===== src/rtl/reset_sequencer_pkg.sv =====
// Shared types for the camera-pipeline reset sequencer.
// FSM encoding, stage indices and counter load helper.
package reset_sequencer_pkg;

    typedef enum logic [2:0] {
        HOLD,
        RELEASE,
        DELAY,
        WAIT_ACK,
        DONE,
        FAULT
    } state_e;

    typedef enum logic [2:0] {
        STG_SCCB = 3'd0,
        STG_CAP  = 3'd1,
        STG_FB   = 3'd2,
        STG_VGA  = 3'd3
    } stage_e;

    localparam int CNT_W = 32;

    // A programmed count of 0 behaves like 1: both load 0.
    function automatic logic [CNT_W-1:0] cnt_load(input int unsigned v);
        return (v <= 1) ? '0 : CNT_W'(v - 1);
    endfunction

endpackage


===== src/rtl/reset_sequencer_reset_sync.sv =====
// Async-assert, sync-deassert reset synchroniser (active-low in/out).
module reset_sync #(
    parameter int SYNC_STAGES = 2
) (
    input  logic i_clk,
    input  logic i_arst_n,
    output logic o_rst_n
);
    localparam int N = (SYNC_STAGES < 2) ? 2 : SYNC_STAGES;

    logic [N-1:0] r_sync;

    always_ff @(posedge i_clk or negedge i_arst_n) begin
        if (!i_arst_n) begin
            r_sync <= '0;
        end else begin
            r_sync <= {r_sync[N-2:0], 1'b1};
        end
    end

    assign o_rst_n = r_sync[N-1];
endmodule


===== src/rtl/reset_sequencer.sv =====
// Releases pipeline stage resets in order, each after a delay and an ack.
// Reports completion or an ack timeout fault.
module reset_sequencer #(
    parameter int          NUM_STAGES  = 4,
    parameter int unsigned STAGE_DELAY = 1000,
    parameter int unsigned ACK_TIMEOUT = 1000000,
    parameter int          SYNC_STAGES = 2
) (
    input  logic                  i_rst_clk,
    input  logic                  i_rstn,
    input  logic                  i_rst_done,
    input  logic                  i_soft_rst,
    input  logic [NUM_STAGES-1:0] i_stage_ack,
    output logic [NUM_STAGES-1:0] o_stage_rstn,
    output logic [2:0]            o_stage_idx,
    output logic                  o_all_done,
    output logic                  o_fault
);
    import reset_sequencer_pkg::*;

    localparam logic [CNT_W-1:0] DLY_LD = cnt_load(STAGE_DELAY);
    localparam logic [CNT_W-1:0] TO_LD  = cnt_load(ACK_TIMEOUT);
    localparam logic [2:0]       LAST   = 3'(NUM_STAGES - 1);

    logic w_rst_sync_n;
    logic w_soft_arst_n;
    logic w_soft_n;
    logic w_seq_rst_n;

    reset_sync #(.SYNC_STAGES(SYNC_STAGES)) u_rstn_sync (
        .i_clk    (i_rst_clk),
        .i_arst_n (i_rstn),
        .o_rst_n  (w_rst_sync_n)
    );

    assign w_soft_arst_n = ~i_soft_rst;

    reset_sync #(.SYNC_STAGES(SYNC_STAGES)) u_soft_sync (
        .i_clk    (i_rst_clk),
        .i_arst_n (w_soft_arst_n),
        .o_rst_n  (w_soft_n)
    );

    // Either source restarts: clears at once, releases on a clock edge.
    assign w_seq_rst_n = w_rst_sync_n & w_soft_n;

    state_e                  r_state, w_state_nxt;
    logic [2:0]              r_idx, w_idx_nxt;
    logic [CNT_W-1:0]        r_cnt, w_cnt_nxt;
    logic [NUM_STAGES-1:0]   r_rel, w_rel_nxt;
    logic                    w_ack;

    always_ff @(posedge i_rst_clk or negedge w_seq_rst_n) begin
        if (!w_seq_rst_n) begin
            r_state <= HOLD;
            r_idx   <= '0;
            r_cnt   <= '0;
            r_rel   <= '0;
        end else begin
            r_state <= w_state_nxt;
            r_idx   <= w_idx_nxt;
            r_cnt   <= w_cnt_nxt;
            r_rel   <= w_rel_nxt;
        end
    end

    always_comb begin
        w_ack       = 1'b0;
        w_state_nxt = r_state;
        w_idx_nxt   = r_idx;
        w_cnt_nxt   = r_cnt;
        w_rel_nxt   = r_rel;
        for (int k = 0; k < NUM_STAGES; k++) begin
            if (r_idx == 3'(k)) w_ack = i_stage_ack[k];
        end
        unique case (r_state)
            HOLD: begin
                if (i_rst_done) begin
                    w_state_nxt = RELEASE;
                    w_idx_nxt   = STG_SCCB;
                end
            end
            RELEASE: begin
                w_state_nxt = DELAY;
                w_cnt_nxt   = DLY_LD;
            end
            DELAY: begin
                // Leave on the cycle whose decrement reaches zero.
                if (r_cnt <= 1) begin
                    w_state_nxt = WAIT_ACK;
                    w_cnt_nxt   = TO_LD;
                end else begin
                    w_cnt_nxt = r_cnt - 1'b1;
                end
            end
            WAIT_ACK: begin
                if (w_ack) begin
                    if (r_idx == LAST) begin
                        w_state_nxt = DONE;
                    end else begin
                        w_state_nxt = RELEASE;
                        w_idx_nxt   = r_idx + 3'd1;
                    end
                end else if (r_cnt == '0) begin
                    w_state_nxt = FAULT;
                end else begin
                    w_cnt_nxt = r_cnt - 1'b1;
                end
            end
            DONE, FAULT: begin
            end
            default: w_state_nxt = HOLD;
        endcase
        if (w_state_nxt == RELEASE) begin
            for (int k = 0; k < NUM_STAGES; k++) begin
                if (w_idx_nxt == 3'(k)) w_rel_nxt[k] = 1'b1;
            end
        end
    end

    always_comb begin
        o_stage_rstn = r_rel;
        o_stage_idx  = r_idx;
        o_all_done   = (r_state == DONE);
        o_fault      = (r_state == FAULT);
    end
endmodule


===== config.mk =====
export PLATFORM = sky130hd
export DESIGN_NAME = reset_sequencer
export DESIGN_NICKNAME = d
export VERILOG_FILES = /design/src/rtl/reset_sequencer_pkg.sv /design/src/rtl/reset_sequencer_reset_sync.sv /design/src/rtl/reset_sequencer.sv
export SDC_FILE = /design/constraint.sdc
export NUM_CORES = 1
export LEC_CHECK = 0
export BUFFER_PORTS_ARGS = -buffer_cell sky130_fd_sc_hd__buf_2
export CORE_AREA = 2 2 83 85
export CTS_CLUSTER_DIAMETER = 150
export DETAILED_ROUTE_END_ITERATION = 6
export DIE_AREA = 0 0 85 87
export SLEW_MARGIN = 10
export SYNTH_ARGS = -nofsm -noshare
export SYNTH_HDL_FRONTEND = slang
export SYNTH_SLANG_ARGS = --single-unit

===== constraint.sdc =====
create_clock -name i_rst_clk -period 1.7 [get_ports i_rst_clk]
set_input_delay 0.085 -clock i_rst_clk [delete_from_list [all_inputs] [get_ports i_rst_clk]]
set_output_delay 0.085 -clock i_rst_clk [all_outputs]
set_load 0.02 [all_outputs]

==> results of run 1 <==
==> synthesized netlist by cell type (4+ instances only) <==
library cell and count:
a21oi_1 14, nand2b_1 6, nor4_1 14, or3_1 5, nor3_1 21, nand2_1 16, o21ai_0 24, dfrtp_1 46
o21ai_1 8, a31oi_1 4, ha_1 6, nor2_1 32, a22o_1 12, clkbuf_1 6, nand4_1 8, nor2b_1 5
or4_1 4, o22a_1 4, nand3_1 4, inv_1 11
==> metrics by stage <==
| step | setup slack (ns) | instance area (um^2) |
|---|---|---|
| after floorplan | -0.575 | 2770 |
| after global placement | -0.680 | 3620 |
| after detailed placement | -0.763 | 3620 |
| after CTS | -0.606 | 3970 |
| after global routing | -0.734 | 4070 |
| final | -0.643 | 4070 |
==> logic make-up after synthesis <==
group | synth area share [%]
AO/OA/AOI/OAI | 19.8
XOR/XNOR | 0.326
adder cells (fa/ha/maj) | 2.79
buffers and inverters | 4.75
flip-flops | 42.8
multiplexers | 0.791
other | 0.140
AND/OR/NAND/NOR | 28.5
==> area by class of cell <==
class                           instances  area, um^2  share of cell area [%]
Clock buffer                            5        68.8                    1.69
Timing Repair Buffer                  129        1020                    24.9
Sequential cell                        46        1150                    28.3
Clock inverter                          3        21.3                   0.522
Multi-Input combinational cell        231        1660                    40.7
Inverter                               12        57.6                    1.41
Tap cell                               80         100                    2.46
==> worst reg2reg max path: cells and delay by family, from the launching register on <==
| family | cells | cell delay (ns) |
|---|---|---|
| flops | 1 | 0.40 |
| compound gates | 2 | 0.34 |
| simple gates | 4 | 1.50 |
==> power groups by stage <==
stage                     logic (mW)  registers [mW]  clock network, mW
final                           3.53            1.33              0.704
after global routing            3.76            1.34              0.785
after CTS                       3.19            1.32              0.729
after detailed placement        2.44            1.34                  0
after global placement          2.39            1.34                  0
after floorplan                 1.45            1.41                  0
==> flip-flops by register name, summed over array words and instances (netlist names) <==
name / cells
o_stage_idx: 3
o_stage_rstn: 4
u_rstn_sync.r_sync: 2
u_soft_sync.r_sync: 2
r_cnt: 32
r_state: 3
==> layer usage <==
metal | vias up | track usage (%) | share of wire (%)
met3 | 9 | 4.27 | 3.4
met4 | 0 | 6.49 | 1.4
met2 | 55 | 39.1 | 50
met5 | - | 0 | 0
met1 | 1380 | 30.4 | 45
li1 | 1371 | - | -
==> placed cells by master, fill, tap and decap left out, types with 12 or more instances in the layout <==
master / n
a22o_1: 12
buf_2: 16
buf_4: 98
dfrtp_1: 44
nand2_1: 15
nor2_1: 28
nor3_1: 20
nor4_1: 12
o21ai_1: 19
==> what timing repair did <==
action | CTS | global route
hold endpoints to repair | 4 | 0
setup buffers | 8 | 4
endpoints found under the setup margin | 41 | 41
pin swaps | 16 | 15
hold buffers | 2 | 0
gates cloned | 6 | 1
gates resized for setup | 43 | 24
==> path summary, 6_finish.rpt <==
check,endpoint,slack (ns),depth (start not counted)
min,u_rstn_sync.r_sync[0],0.08,2
max,r_cnt[10],-0.64,6
max reg2reg,r_cnt[10],-0.64,6
min reg2reg,r_cnt[19],0.32,2
max in group asynchronous,o_stage_idx[0],1.05,2
min in group i_rst_clk,o_stage_rstn[2],0.25,5
==> results.yml, run 1 <==
synthesis:
  syn_inst: 297
  ys_warn_count: 0
  avgSynthCellArea_um2: 9.05
  synth_edf_count: 0
  yosys.area.top_type: "dfrtp_1"
  ys_seq_elements: 46
  synth.distinct_cells: 51
  synth_async_sr_flop_share_pct: 100
  synth_area_um2: 2690
  synth-seq-area-share_pct: 42.8
  synth_ff_type: "dfrtp_1"
  yosysTopAreaCellShare_pct: 42.8
  synth_area_leaders: "dfrtp_1, o21ai_0, nor2_1"
sta:
  fin_ws_ns: -0.643
  rsz0062_at_grt: "true"
  post-route-min-period_ns: 2.34
  fin_worst_skew_ns: 0.0108
  setup_viol: 41
  finalCritPeriodShare_pct: 138
  hold_viol: 0
  clock.fmax_mhz: 427
  finalSetupTns_ns: -22.12
  slew_violations: 0
  holdWs_ns: 0.0773
die:
  coreArea_um2: 6570
  rows: 30
  fp.dieH_um: 87
  ios: 17
  die_w_um: 85
  start_util_pct: 40.9
  dieArea_um2: 7400
clock_tree:
  clock_tree.root_cell: "clkbuf_8"
  clkTransAtPathRegs_ns: 0.10
  cts_buffer_depth: 2
  clkLatencyLatePin_ns: 0.31
  clock-sinks: 46
  h-tree-depth: 2
  cts_tree: "built"
  cts-buffers-inserted: 5
power_and_ir_drop:
  p_leak_nw: 1.87
  clkPwrFrac_pct: 12.7
  swShare_pct: 42.8
  p_int_mw: 3.18
  power_mw: 5.56
  pwr-share-comb_pct: 63.5
  p_sw_mw: 2.38
  peakVddDrop_uv: 834
  power_density_nw_per_um2: 1360
  seqPwrFrac_pct: 23.9
outcome:
  violations: "setup timing"
  status: "finished with violations"
place:
  gp_congestion: 0.853
  dp_hpwl_mm: 5.36
  placed_cells: 479
  port_buffers: 16
setup_path:
  worst-path-buf-inv: 0
  r2r_start: "r_cnt[25]"
  crit_path_cell_trace: "or3_4 > or4b_4 > nor4_4 > or2_4 > o21ai_1 > a22o_1"
  startpoint: "r_cnt[25]"
  cp.arrival_ns: 2.54
  critPathTopFamily: "simple AND/OR/NAND/NOR gates"
  start_kind: "register"
  crit_required_ns: 1.89
  end_kind: "register"
  critPathMaxFanout: 6
  crit_type: "register to register"
  slowest_delay_ns: 0.56
  slowest_stage: "or4b_4"
drt:
  initialDrtViolationCount: 182
  route.detailed.drc: 0
  via_count: 2815
  avgRoutedWirePerCell_um: 16.4
  drtAntennaViolNets: 0
  wirelength_mm: 8.32
  drt_first_pass_iters: 5
  viasPerCell: 5.56
cells_and_area:
  layout-drive-gt1-share_pct: 44.4
  n_fill_cell: 537
  syn_to_final_growth_pct: 51.6
  fin_nets: 439
  final_util_pct: 62.0
  n_antenna_cell: 0
  layoutNonFillerInstCount: 506
global_routing:
  overflow: 0
  antenna_found_initial: 0
  grt_pass1_wl_mm: 13.4
  grt_pass1_vias: 2754
  grt_max_degree: 26
  groute.usage.overall_pct: 23.1
worst_hold_path:
  hold_class: "input port to asynchronous set/reset pin"
job:
  max_cap_viol_count: 0
Note: power is estimated with default switching activity, not from simulation.
==> inputs of run 2 (changes only) <==
--- a/config.mk
+++ b/config.mk
@@ -10,6 +10,7 @@
 export CTS_CLUSTER_DIAMETER = 150
 export DETAILED_ROUTE_END_ITERATION = 6
 export DIE_AREA = 0 0 85 87
+export PLACE_DENSITY = 0.68
 export SLEW_MARGIN = 10
 export SYNTH_ARGS = -nofsm -noshare
 export SYNTH_HDL_FRONTEND = slang
==> results.yml, run 2 (synthesis results as in run 1) <==
global_routing:
  grt_pass1_vias: 2836
  groute.usage.overall_pct: 23.1
  antenna_found_initial: 0
  grt_pass1_wl_mm: 13.6
  grtUsageMet3_pct: 3.98
  use_met1_pct: 30.3
  top_usage_layer: "met2"
  met2_usage_pct: 38.2
  grt_max_degree: 25
  overflow: 0
cells_and_area:
  largest_reg_flops: 32
  top_register: "r_cnt"
  layout-drive-gt1-share_pct: 43.6
  n_antenna_cell: 0
  final_common_cell: "buf_4"
  fin_nets: 424
  syn_to_final_growth_pct: 49.3
  final_cell_mix: "buf_4, dfrtp_1, nor2_1"
sta:
  clock.fmax_mhz: 414
  fin_worst_skew_ns: 0.00591
  setup_viol: 41
  hold_viol: 0
  post-route-min-period_ns: 2.41
  slew_headroom_pct: 66.4
  fin_ws_ns: -0.714
  rsz0062_at_grt: "true"
  slew_violations: 0
  tightest_slew_ns: 0.504
  finalCritPeriodShare_pct: 142
  finalSetupTns_ns: -24.55
  holdWs_ns: 0.0834
clock_tree:
  clkLatencyLatePin_ns: 0.31
  clock_tree.root_cell: "clkbuf_8"
  clock-sinks: 46
  clkTransAtPathRegs_ns: 0.09
  cts_buffer_depth: 2
  cts_tree: "built"
  h-tree-depth: 2
  cts-buffers-inserted: 5
drt:
  wirelength_mm: 8.16
  via_count: 2859
  initialDrtViolationCount: 207
  route.detailed.drc: 0
  drt_first_pass_iters: 7
  viasPerCell: 5.82
  avgRoutedWirePerCell_um: 16.6
  drtAntennaViolNets: 0
setup_path:
  r2r_slack_ns: -0.71
  end_kind: "register"
  reg2reg_depth: 7
  start_kind: "register"
  r2r_start: "r_cnt[25]"
  crit_required_ns: 1.91
  crit_type: "register to register"
  cp.arrival_ns: 2.62
  critPathMaxFanout: 6
  timing.rr.end: "r_cnt[2]"
die:
  fp.dieH_um: 87
  coreArea_um2: 6570
  ios: 17
  rows: 30
  dieArea_um2: 7400
  start_util_pct: 40.9
  die_w_um: 85
place:
  port_buffers: 16
  dp_hpwl_mm: 5.37
  gp_congestion: 0.904
job:
  max_cap_viol_count: 0
power_and_ir_drop:
  p_leak_nw: 1.80
  peakVddDrop_uv: 830
  power_density_nw_per_um2: 1380
outcome:
  violations: "setup timing"
  status: "finished with violations"
worst_hold_path:
  hold_class: "input port to asynchronous set/reset pin"
-- run 2: worst max-delay path: stages (launching register included) --
cell and delay, ns:
dfrtp_1 0.39, or3_4 0.39, or4b_4 0.60, nor3_4 0.18, o22a_2 0.24, buf_12 0.17, nor2_4 0.07, a311oi_2 0.28
-- run 2: worst max path at each step --
| stage | startpoint | endpoint | slack (ns) |
|---|---|---|---|
| floorplan | r_cnt[25] | r_cnt[27] | -0.58 |
| global placement | r_cnt[25] | r_cnt[6] | -0.64 |
| detailed placement | r_cnt[25] | r_cnt[2] | -0.66 |
| CTS | r_cnt[25] | r_cnt[2] | -0.64 |
| global route | r_cnt[25] | r_cnt[2] | -0.77 |
| finish | r_cnt[25] | r_cnt[2] | -0.71 |
-- run 2: power by group --
group	switching [mW]	internal, mW	leakage, nW
clock network	0.391	0.433	0.0579
logic	1.84	1.56	1.16
registers	0.110	1.22	0.585
total	2.34	3.22	1.80
-- run 2: layer usage --
layer | vias up | share of wire, %
met4 | 0 | 2.1
met5 | - | 0
li1 | 1342 | -
met3 | 22 | 4.9
met2 | 113 | 49
met1 | 1382 | 44
-- run 2: layout make-up --
| cell class | count | area (um^2) |
|---|---|---|
| multi-input combinational | 229 | 1670 |
| inverter | 12 | 60.1 |
| sequential | 46 | 1150 |
| tap | 80 | 100 |
| clock buffer | 5 | 68.8 |
| clock inverter | 3 | 40.0 |
| fill | 504 | 2560 |
| timing repair buffer | 116 | 915 |
-- run 2: repair_timing --
action | CTS | global route
hold buffers | 2 | 0
pin swaps | 15 | 21
endpoints found under the hold margin | 4 | 0
setup buffers | 7 | 7
endpoints found under the setup margin | 41 | 41
gates cloned | 4 | 0
gates resized for setup | 39 | 30
-- run 2: stage by stage --
step / utilization [%] / cells / power [mW] / setup WS [ns] / instance area, um^2
after global routing: 61.1 / 491 / 5.86 / -0.770 / 4010
after CTS: 59.0 / 487 / 5.34 / -0.638 / 3870
final: 61.1 / 491 / 5.55 / -0.714 / 4010
after detailed placement: 54.0 / 467 / 3.80 / -0.664 / 3550
after global placement: 54.0 / 467 / 3.73 / -0.642 / 3550
after floorplan: - / 298 / 2.86 / -0.575 / 2770
==> inputs of run 3 (changes only) <==
--- a/config.mk
+++ b/config.mk
@@ -6,11 +6,12 @@
 export NUM_CORES = 1
 export LEC_CHECK = 0
 export BUFFER_PORTS_ARGS = -buffer_cell sky130_fd_sc_hd__buf_2
-export CORE_AREA = 2 2 83 85
+export CAP_MARGIN = 30
+export CORE_AREA = 2 2 73 75
 export CTS_CLUSTER_DIAMETER = 150
 export DETAILED_ROUTE_END_ITERATION = 6
-export DIE_AREA = 0 0 85 87
-export PLACE_DENSITY = 0.68
+export DIE_AREA = 0 0 75 77
+export PLACE_DENSITY = 0.83
 export SLEW_MARGIN = 10
 export SYNTH_ARGS = -nofsm -noshare
 export SYNTH_HDL_FRONTEND = slang
==> results.yml, run 3 (synthesis results as in run 1) <==
setup_path:
  crit_required_ns: 1.91
  cp.arrival_ns: 2.73
  startpoint: "r_cnt[26]"
  r2r_start: "r_cnt[26]"
  critPathMaxFanout: 5
  end_kind: "register"
  start_kind: "register"
  crit_type: "register to register"
sta:
  fin_ws_ns: -0.819
  tightest_slew_ns: 0.513
  finalCritPeriodShare_pct: 148
  setup_viol: 41
  post-route-min-period_ns: 2.52
  hold_viol: 0
  slew_headroom_pct: 65.8
  slew_violations: 0
  clock.fmax_mhz: 397
  holdWs_ns: 0.124
  fin_worst_skew_ns: 0.00548
  rsz0062_at_grt: "true"
drt:
  drt_first_pass_iters: 5
  route.detailed.drc: 0
  wirelength_mm: 11.6
  via_count: 3383
  initialDrtViolationCount: 684
  drtAntennaViolNets: 0
  viasPerCell: 6.74
  avgRoutedWirePerCell_um: 23.1
place:
  dp_hpwl_mm: 5.43
  gp_congestion: 0.927
  place_ws_ns: -0.658
  placed_cells: 466
  port_buffers: 16
cells_and_area:
  layout-drive-gt1-share_pct: 50.0
  final_util_pct: 85.5
  top_register: "r_cnt"
  largest_reg_flops: 32
  final_cell_mix: "buf_4, dfrtp_1, nor2_1"
  final_common_cell: "buf_4"
  syn_to_final_growth_pct: 58.4
  seq_area_um2: 1150
  fin_nets: 446
  n_antenna_cell: 0
  layoutNonFillerInstCount: 502
  n_fill_cell: 231
  multiInputGateArea_um2: 1780
global_routing:
  grt_max_degree: 24
  grtUsageMet3_pct: 7.36
  groute.usage.overall_pct: 34.9
  antenna_found_initial: 0
  use_met1_pct: 44.7
  overflow: 0
  met2_usage_pct: 54.6
  grt_pass1_wl_mm: 15.4
  top_usage_layer: "met2"
  grt_pass1_vias: 3163
power_and_ir_drop:
  power_density_nw_per_um2: 1440
  peakVddDrop_uv: 1310
  seqPwrFrac_pct: 21.9
  p_leak_nw: 1.93
  p_int_mw: 3.25
  power_mw: 6.11
  swShare_pct: 46.9
  clkPwrFrac_pct: 11.4
  pwr-share-comb_pct: 66.7
  p_sw_mw: 2.86
die:
  ios: 17
  fp.dieH_um: 77
  coreArea_um2: 4980
  rows: 26
  die_w_um: 75
  dieArea_um2: 5780
  start_util_pct: 54.0
outcome:
  violations: "setup timing"
  status: "finished with violations"
clock_tree:
  h-tree-depth: 2
  cts-buffers-inserted: 5
  clock_tree.root_cell: "clkbuf_8"
  clock-sinks: 46
  cts_tree: "built"
  clkTransAtPathRegs_ns: 0.08
  cts_buffer_depth: 2
  clkLatencyLatePin_ns: 0.32
worst_hold_path:
  hold_class: "input port to asynchronous set/reset pin"
job:
  max_cap_viol_count: 0
run 3: metrics by stage:
stage               setup TNS [ns]  cell area (um^2)
detailed placement          -23.29              3590
floorplan                   -19.52              2770
CTS                         -21.04              3930
global placement            -21.84              3590
global route                -28.47              4260
finish                      -26.79              4260
run 3: worst paths after layout:
path                                          to  depth (start not counted)  slack (ns)
max                                     r_cnt[2]                          7       -0.82
min                        u_rstn_sync.r_sync[0]                          2        0.12
max reg2reg                             r_cnt[2]                          7       -0.82
min reg2reg                      o_stage_rstn[0]                          1        0.34
max in group asynchronous              r_cnt[25]                          2        0.84
min in group i_rst_clk     u_rstn_sync.r_sync[1]                          0        0.35
run 3: routing by layer:
| layer | share of wire (%) | vias up |
|---|---|---|
| li1 | - | 1377 |
| met3 | 10 | 108 |
| met4 | 7.9 | 0 |
| met1 | 34 | 1591 |
| met2 | 48 | 307 |
| met5 | 0 | - |
run 3: repair_timing:
item | 4_1_cts | 5_1_grt
endpoints found under the setup margin | 41 | 41
gates resized for setup | 53 | 51
pin swaps | 28 | 15
endpoints found under the hold margin | 4 | 0
hold buffers | 2 | 0
cloned | 4 | 4
setup buffers | 10 | 11
run 3: power by group through the flow:
stage	Clock [mW]	Sequential [mW]	Combinational [mW]
2_1_floorplan	0	1.41	1.45
3_3_place_gp	0	1.34	2.19
3_5_place_dp	0	1.34	2.29
4_1_cts	0.685	1.32	2.96
5_1_grt	0.736	1.35	4.21
6_report	0.698	1.34	4.08
run 3: final cells by class:
type	instances	share of cell area (%)
timing repair inverter	3	0.852
clock buffer	7	2.03
sequential	46	27.1
timing repair buffer	134	24.9
tap	70	2.06
multi-input combinational	230	41.7
inverter	12	1.35
run 3: critical path: stages (launching register included):
cell and delay, ns:
dfrtp_1 0.40, or3_4 0.38, or4b_4 0.58, nor4_4 0.28, buf_4 0.20, or2_4 0.17
nor2_4 0.08, a311oi_2 0.31
